### config.mk
export PLATFORM = sky130hd
export DESIGN_NAME = laundry_scheduler
export DESIGN_NICKNAME = d
export VERILOG_FILES = /design/src/rtl/laundry_scheduler.sv
export SDC_FILE = /design/constraint.sdc
export NUM_CORES = 1
export LEC_CHECK = 0
export BUFFER_PORTS_ARGS = -buffer_cell sky130_fd_sc_hd__buf_2
export CAP_MARGIN = 10
export CORE_UTILIZATION = 50
export DETAILED_ROUTE_END_ITERATION = 7
export PLACE_DENSITY = 0.74
export SKIP_LAST_GASP = 1
export SYNTH_ARGS = -nofsm -noshare
export SYNTH_HDL_FRONTEND = slang
export SYNTH_SLANG_ARGS = --single-unit
### constraint.sdc
create_clock -name clk -period 2.35 [get_ports clk]
set_clock_uncertainty 0.05 [all_clocks]
set_input_delay 0.47 -clock clk [delete_from_list [all_inputs] [get_ports clk]]
set_output_delay 0.47 -clock clk [all_outputs]
set_load 0.02 [all_outputs]
### src/rtl/laundry_scheduler.sv
// laundry_scheduler
//   Takes coin-in requests from customers into a small FIFO and hands each one
//   to a free washing machine, chosen round-robin. The chosen machine's coin
//   (and, for a double wash, double) strobe is held for COIN_HOLD cycles so the
//   slowest divided machine clock is sure to see it. A machine stays busy
//   until a rising edge on its wash_done line.
//
// Ports
//   clk            system clock, rising edge
//   rst            synchronous reset, active low
//   req_valid      customer request present
//   req_double     request is a double wash
//   req_ready      queue can take a request this cycle
//   mach_done      per-machine wash_done level
//   mach_coin      per-machine coin_in strobe
//   mach_double    per-machine double_wash strobe
//   grant_valid    one-cycle pulse on dispatch
//   grant_id       machine index of the current/last dispatch
//   busy           machine allocated and not yet finished
//   queue_count    queued requests, 0..FIFO_DEPTH
//   spurious_done  sticky flag: done edge on a machine that was not busy
//
// FSM states
//   state    | meaning
//   ST_IDLE  | no coin strobe active; dispatch when queue non-empty and a machine is free
//   ST_DRIVE | coin/double strobe held on one machine for COIN_HOLD cycles

module laundry_scheduler #(
  parameter int NUM_MACH   = 4,
  parameter int FIFO_DEPTH = 4,
  parameter int COIN_HOLD  = 32
) (
  input  logic                clk,
  input  logic                rst,
  input  logic                req_valid,
  input  logic                req_double,
  output logic                req_ready,
  input  logic [NUM_MACH-1:0] mach_done,
  output logic [NUM_MACH-1:0] mach_coin,
  output logic [NUM_MACH-1:0] mach_double,
  output logic                grant_valid,
  output logic [1:0]          grant_id,
  output logic [NUM_MACH-1:0] busy,
  output logic [2:0]          queue_count,
  output logic                spurious_done
);

  localparam int PW = (FIFO_DEPTH > 1) ? $clog2(FIFO_DEPTH) : 1;
  localparam int TW = (COIN_HOLD > 1) ? $clog2(COIN_HOLD) : 1;

  typedef enum logic {
    ST_IDLE,
    ST_DRIVE
  } state_t;

  state_t state, state_n;

  logic [FIFO_DEPTH-1:0] fifo_mem;
  logic [PW-1:0]         rd_ptr;
  logic [PW-1:0]         wr_ptr;
  logic [TW-1:0]         hold_cnt;
  logic [1:0]            rr_ptr;
  logic [NUM_MACH-1:0]   done_prev;
  logic                  armed;

  logic                  push;
  logic                  dispatch;
  logic                  hold_done;
  logic                  head_bit;
  logic [1:0]            pick_id;
  logic [1:0]            cand;
  logic                  pick_found;
  logic [NUM_MACH-1:0]   set_mask;
  logic [NUM_MACH-1:0]   done_edge;
  logic [NUM_MACH-1:0]   release_mask;
  logic                  spur_hit;

  assign req_ready = (queue_count < 3'(FIFO_DEPTH));
  assign push      = req_valid && req_ready;
  assign head_bit  = fifo_mem[rd_ptr];
  assign hold_done = (hold_cnt == '0);

  // armed is low on the first cycle out of reset so a done line that was
  // already high during reset is captured into done_prev, not seen as an edge.
  assign done_edge    = armed ? (mach_done & ~done_prev) : '0;
  assign release_mask = done_edge & busy;
  assign spur_hit     = |(done_edge & ~busy);

  // Round-robin pick over the registered busy vector, starting at rr_ptr.
  always_comb begin
    pick_id    = rr_ptr;
    pick_found = 1'b0;
    cand       = '0;
    for (int k = 0; k < NUM_MACH; k++) begin
      cand = rr_ptr + 2'(k);
      if (!pick_found && !busy[cand]) begin
        pick_id    = cand;
        pick_found = 1'b1;
      end
    end
  end

  always_comb begin
    state_n  = state;
    dispatch = 1'b0;
    case (state)
      ST_IDLE: begin
        if ((queue_count != 3'd0) && pick_found) begin
          state_n  = ST_DRIVE;
          dispatch = 1'b1;
        end
      end
      ST_DRIVE: begin
        if (hold_done) state_n = ST_IDLE;
      end
      default: state_n = ST_IDLE;
    endcase
  end

  always_comb begin
    set_mask = '0;
    if (dispatch) set_mask[pick_id] = 1'b1;
  end

  always_ff @(posedge clk) begin
    if (!rst) state <= ST_IDLE;
    else      state <= state_n;
  end

  // Request queue.
  always_ff @(posedge clk) begin
    if (!rst) begin
      fifo_mem    <= '0;
      rd_ptr      <= '0;
      wr_ptr      <= '0;
      queue_count <= '0;
    end else begin
      if (push) begin
        fifo_mem[wr_ptr] <= req_double;
        wr_ptr           <= wr_ptr + PW'(1);
      end
      if (dispatch) rd_ptr <= rd_ptr + PW'(1);
      case ({push, dispatch})
        2'b10:   queue_count <= queue_count + 3'd1;
        2'b01:   queue_count <= queue_count - 3'd1;
        default: queue_count <= queue_count;
      endcase
    end
  end

  // Coin strobe, grant, machine bookkeeping.
  always_ff @(posedge clk) begin
    if (!rst) begin
      hold_cnt      <= '0;
      mach_coin     <= '0;
      mach_double   <= '0;
      grant_valid   <= 1'b0;
      grant_id      <= '0;
      rr_ptr        <= '0;
      busy          <= '0;
      spurious_done <= 1'b0;
      done_prev     <= '0;
      armed         <= 1'b0;
    end else begin
      grant_valid <= dispatch;
      if (dispatch) begin
        hold_cnt    <= TW'(COIN_HOLD - 1);
        mach_coin   <= set_mask;
        mach_double <= head_bit ? set_mask : '0;
        grant_id    <= pick_id;
        rr_ptr      <= pick_id + 2'd1;
      end else if (state == ST_DRIVE) begin
        if (hold_done) begin
          mach_coin   <= '0;
          mach_double <= '0;
        end else begin
          hold_cnt <= hold_cnt - TW'(1);
        end
      end
      // A dispatch only targets a non-busy machine, so a simultaneous done
      // edge there is spurious; the set wins and busy stays allocated.
      busy          <= (busy & ~release_mask) | set_mask;
      spurious_done <= spurious_done | spur_hit;
      done_prev     <= mach_done;
      armed         <= 1'b1;
    end
  end

endmodule

# == Word-level counts from Yosys, hierarchy flattened ==
# Index checks and enable logic that the tools add are counted.
# word_totals
ff_bits,40
input_bits,8
output_inout_bits,20
wordCells,105
# classes
n_addsub,9
order_cmp,10
eq_ne,3
muxes,38
n_bitwise,10
n_reduce_logical,20
# ops
cell,n
4-bit 2-to-1 mux,7
2-bit by 3-bit less-than comparator with 1-bit output (second input constant),7
4-bit AND,4
1-bit 2-to-1 mux,15
5-bit 2-to-1 mux,3
4-bit NOT,3
1-bit binary-select mux with 2-bit select,5
2-bit by 1-bit adder with 2-bit output (second input constant),4
1-bit logical AND,7
2-bit 2-to-1 mux,3
3-bit case mux with 2 select lines,1
2-bit nonzero test,3
1-bit zero test,5
5-bit zero test,1
5-bit by 1-bit subtractor with 5-bit output (second input constant),1
2-bit adder (second input constant),2
4-bit bitwise mux,1
1-bit demux with 2-bit select,2
2-bit by 1-bit greater-or-equal comparator with 1-bit output (second input constant),2
4-bit OR,1
2-bit AND reduction,2
4-bit OR reduction,1
3-bit by 1-bit adder with 3-bit output (second input constant),1
3-bit less-than comparator (second input constant),1
other kinds (8),8

# == Longest topological paths before layout ==
# logic_depth
word_depth,19
ltp_mapped,11
mapped_depth_nobuf,9

# == Worst setup path after synthesis ==
# Ideal clock, no wire load.
# synth_path
kind,register -> register
startpoint,register busy[3]
endpoint,register queue_count[2]
setup_time_ps,76
arrival_ps,2234
required_time_ps,2224
path_slack_ps,-9
path_stages_with_launch,12
n_path_buf,2
synth_period_minus_slack_ps,2359
path_cell_list,dfxtp_1 > buf_6 > nand4_1 > o311ai_4 > inv_2 > buf_6 > ha_1 > inv_1 > fa_1 > xor2_1 > or3_1 > a21boi_0
# synth_between
elab_chain_len,16
word_cells_on_any_way,27
classes_between,2 x eq/ne; 15 x mux; 10 x reduce/logical
# synth_rtl
item,line_no,source
"start, declared",43,"output logic [NUM_MACH-1:0] busy,"
"start signal, assigned",182,busy <= (busy & ~release_mask) | set_mask;
1-bit binary-select mux with 2-bit select,96,if (!pick_found && !busy[cand]) begin
1-bit 2-to-1 mux (implied by the code),96,
1-bit zero test,96,
1-bit logical AND,96,
1-bit 2-to-1 mux,96,
1-bit zero test,96,
1-bit logical AND,96,
1-bit 2-to-1 mux,96,
1-bit zero test,96,
1-bit logical AND,96,
1-bit 2-to-1 mux *,96,
1-bit logical AND *,108,if ((queue_count != 3'd0) && pick_found) begin
1-bit 2-to-1 mux *,108,
1-bit 2-to-1 mux *,106,case (state)
net dispatch,67,logic dispatch;
2-bit by 1-bit equality test with 1-bit output or 2-bit equality test (tied branches),143,"case ({push, dispatch})"
3-bit case mux with 2 select lines or 2-bit nonzero test (tied branches),-,
"end signal, assigned",144,2'b10: queue_count <= queue_count + 3'd1;
"end signal, assigned",145,2'b01: queue_count <= queue_count - 3'd1;
"end signal, assigned",146,default: queue_count <= queue_count;
"end, declared",44,"output logic [2:0] queue_count,"
# Mark *: on every way through the listed nets, which the timed path passes. The rest lies on a longest branch. The select of a mux whose other input is x is not followed.
# A chain may end at the register's enable or synchronous reset.

# == Final worst setup path ==
# layout_path
startpoint,register busy[1]
endpoint,register queue_count[2]
# layout_between
elab_chain_len,16
word_cells_on_any_way,27
classes_between,2 x eq/ne; 15 x mux; 10 x reduce/logical
# layout_rtl
item,line_no
1-bit binary-select mux with 2-bit select,96
1-bit 2-to-1 mux (implied by the code),96
1-bit zero test,96
1-bit logical AND,96
1-bit 2-to-1 mux,96
1-bit zero test,96
1-bit logical AND,96
1-bit 2-to-1 mux,96
1-bit zero test,96
1-bit logical AND,96
1-bit 2-to-1 mux *,96
1-bit logical AND *,108
1-bit 2-to-1 mux *,108
1-bit 2-to-1 mux *,106
2-bit by 1-bit equality test with 1-bit output or 2-bit equality test (tied branches),143
3-bit case mux with 2 select lines or 2-bit nonzero test (tied branches),-
# Every way passes the cells marked *; elsewhere a longest branch is shown, timed or not. The select of a mux whose other input is x is not followed.

==> flow_summary.toml <==
[power]
peakVddDrop_v = 0.0007799
switching_share_pct = 40.09
power.density_nw_per_um2 = 1251
p_int_w = 0.001609
power_switching_w = 0.001076
combPwrFrac_pct = 45.2
power.leakage_nw = 0.9011
pwr-share-seq_pct = 37.9
pwr-share-clk_pct = 16.9

[detailed_routing]
routedWlPerCell_um = 12.15
vias_per_cell = 5.173
antenna_left = 0
drt_iter0_markers = 105
drt_first_pass_iters = 4
drc = 0
finalWirelength_um = 3378
num_vias = 1438

[floorplan]
rows = 21
die_y_um = 63.41
start_util_pct = 54.37
die_width_um = 63.41
fp.coreArea_um2 = 3468
ioPinCount = 28
dieArea_um2 = 4021

[final_layout]
diodes = 0
area_growth_pct = 13.80
postLayoutCoreUtil_pct = 61.87
nets = 251
drive_above_1_share_pct = 19.83

[global_routing]
grt.total_usage_pct = 19.11
grt_pass1_wl_um = 6009
grt_pass1_vias = 1338
antenna_found_initial = 0
grt_max_degree = 29
grt-ovfl-total = 0

[critical_path]
worstSetupEndpointType = "register"
crit_type = "reg2reg"
critPathSlowestCell = "fa_1"
rrSetupSlack_ns = 0.26
crit_fanout = 7
start_kind = "register"
ff2ff_path_depth = 9
slowest_delay_ns = 0.38
required_ns = 2.51
crit_chain = "nand4_1, o311ai_4, inv_2, ha_1, inv_1, fa_1, xor2_1, or3_1, a21boi_0"
arrival_ns = 2.25

[timing]
tns_ns = 0
timing.fmax_ghz = 0.4791
relSlewSlack_pct = 72.73
setup_ws_ns = 0.2629
setup_viol = 0
fin_crit_ns = 2.087
drv_slew = 0
hold_ws_ns = 0.3572
worstMarginPinSlew_ns = 0.4091
rsz0062_at_grt = "false"
period_share_pct = 88.81
hold_viol = 0

[synthesis]
synth.top_cell.area_share_pct = 42.47
synth_seq_cells = 40
ys_seq_area_share_pct = 42.47
yosysUniqueCellTypes = 41
synth-main-ff-cell = "dfxtp_1"
synth_top_cell_by_area = "dfxtp_1"
synth.yosys.warnings = 0
async_reset_ff_share_pct = 0
avgSynthCellArea_um2 = 9.381
yosys-top-cells-area = "dfxtp_1, a21boi_0, ha_1, nand2_1, nand3_1"
syn_area_um2 = 1886
syn_inst = 201
synth_edf_count = 0
synth_nets = 221

[clock_network]
cts-root-buf = "clkbuf_8"
cts-buffers-inserted = 5
postCtsHoldBufs = 0
clock-sinks = 40
htreeDepth = 2
cts_resized = 0
tritoncts = "yes"
cts_setup_buffers = 0
insertion_delay_ns = 0.28
clk_path_buf_depth = 2
clk_pin_slew_ns = 0.07

[outcome]
status = "complete, no violations"

[placed_design]
io_buffers = 27
dp_slack_ns = 0.2240
place_congestion = 0.7524
hpwlAfterDp_um = 2488

[hold_path]
hold_class = "in2reg"
hold_depth = 2

[job]
drv_cap = 0
==> cell usage in the layout, fill, tap and decap left out, types with 2 or more instances in the layout <==
cell type  netlist  layout
dfxtp_1         40      39
buf_2            1      27
nand2_1         25      25
a21boi_0        21      21
nand3_1         17      17
inv_1           14      14
ha_1            11      11
and2_1           9       9
o21ai_0          6       6
a21oi_1          6       6
clkbuf_8         0       6
xnor2_1          5       5
nand3b_1         4       4
buf_4            0       4
nor2_1           3       3
nor2b_1          2       2
nand2b_1         2       2
a21boi_1         2       2
o22ai_1          2       2
o31a_1           2       2
nor3_1           2       2
clkbuf_1         4       2
==> kinds of logic after synthesis <==
family	synth area share, %
multiplexers	1.725
buffers and inverters	5.839
AO/OA/AOI/OAI	17.72
AND/OR/NAND/NOR	21.10
XOR/XNOR	2.787
adder cells (fa/ha/maj)	8.361
flip-flops	42.47
==> worst max-delay path: cells and delay by family (launching register included) <==
family / cells / cell delay, ns
buffers and inverters: 2 / 0.15
adder cells (fa/ha/maj): 2 / 0.55
XOR/XNOR: 1 / 0.16
AND/OR/NAND/NOR: 2 / 0.47
flip-flops: 1 / 0.37
AO/OA/AOI/OAI: 2 / 0.28
==> power groups by stage <==
stage | registers [W] | logic (W) | clock network (W)
2_1_floorplan | 0.00110 | 0.000868 | 0
3_3_place_gp | 0.00103 | 0.00119 | 0
3_5_place_dp | 0.00103 | 0.00122 | 0
4_1_cts | 0.00102 | 0.00123 | 0.000473
5_1_grt | 0.00105 | 0.00139 | 0.000508
6_report | 0.00102 | 0.00121 | 0.000453
==> flip-flops by register name (all words and copies together) (netlist names), 2 cells and up <==
register	flops
queue_count	3
mach_double	4
rd_ptr	2
busy	4
hold_cnt	5
done_prev	4
grant_id	2
mach_coin	4
fifo_mem	4
rr_ptr	2
wr_ptr	2
==> per-stage QoR <==
stage / cell area [um2] / cells / total power, W
CTS: 2146 / 278 / 0.002717
global route: 2146 / 278 / 0.002948
finish: 2146 / 278 / 0.002685
global placement: 2056 / 270 / 0.002221
detailed placement: 2056 / 270 / 0.002255
floorplan: 1887 / 201 / 0.001964
==> worst paths after layout <==
| check | endpoint | startpoint |
|---|---|---|
| setup / recovery | queue_count[2]$_SDFFE_PN0P_ | busy[1]$_SDFF_PN0_ |
| hold / removal | done_prev[3]$_SDFF_PN0_ | mach_done[3] |
| setup reg to reg | queue_count[2]$_SDFFE_PN0P_ | busy[1]$_SDFF_PN0_ |
| hold reg to reg | fifo_mem[3]$_SDFFE_PN0P_ | fifo_mem[3]$_SDFFE_PN0P_ |
==> layer usage <==
metal | up-vias | track usage, % | wire length (um)
li1 | 738 | - | -
met1 | 668 | 23.78 | 1605
met2 | 27 | 30.85 | 1571
met3 | 5 | 5.435 | 151
met4 | 0 | 7.670 | 49
met5 | - | 0 | 0
==> synthesized netlist by cell type, types with 2 or more instances <==
| cell | instances |
|---|---|
| nand3b_1 | 4 |
| ha_1 | 11 |
| nand3_1 | 17 |
| nor3_1 | 2 |
| nor2_1 | 3 |
| nor2b_1 | 2 |
| and2_1 | 9 |
| buf_6 | 3 |
| xnor2_1 | 5 |
| o31a_1 | 2 |
| nand2_1 | 25 |
| a21boi_0 | 21 |
| o22ai_1 | 2 |
| dfxtp_1 | 40 |
| a21boi_1 | 2 |
| clkbuf_1 | 4 |
| nand2b_1 | 2 |
| o21ai_0 | 6 |
| inv_1 | 14 |
| a21oi_1 | 6 |
==> final cells by class <==
cell class                 instances  area, um2
clock buffer                       8      90.09
sequential                        40      802.0
tap                               46      57.56
inverter                          15      56.30
timing repair buffer              31      165.2
fill                             321       1323
multi-input combinational        138      974.7
Note: power is estimated with default switching activity, not from simulation.
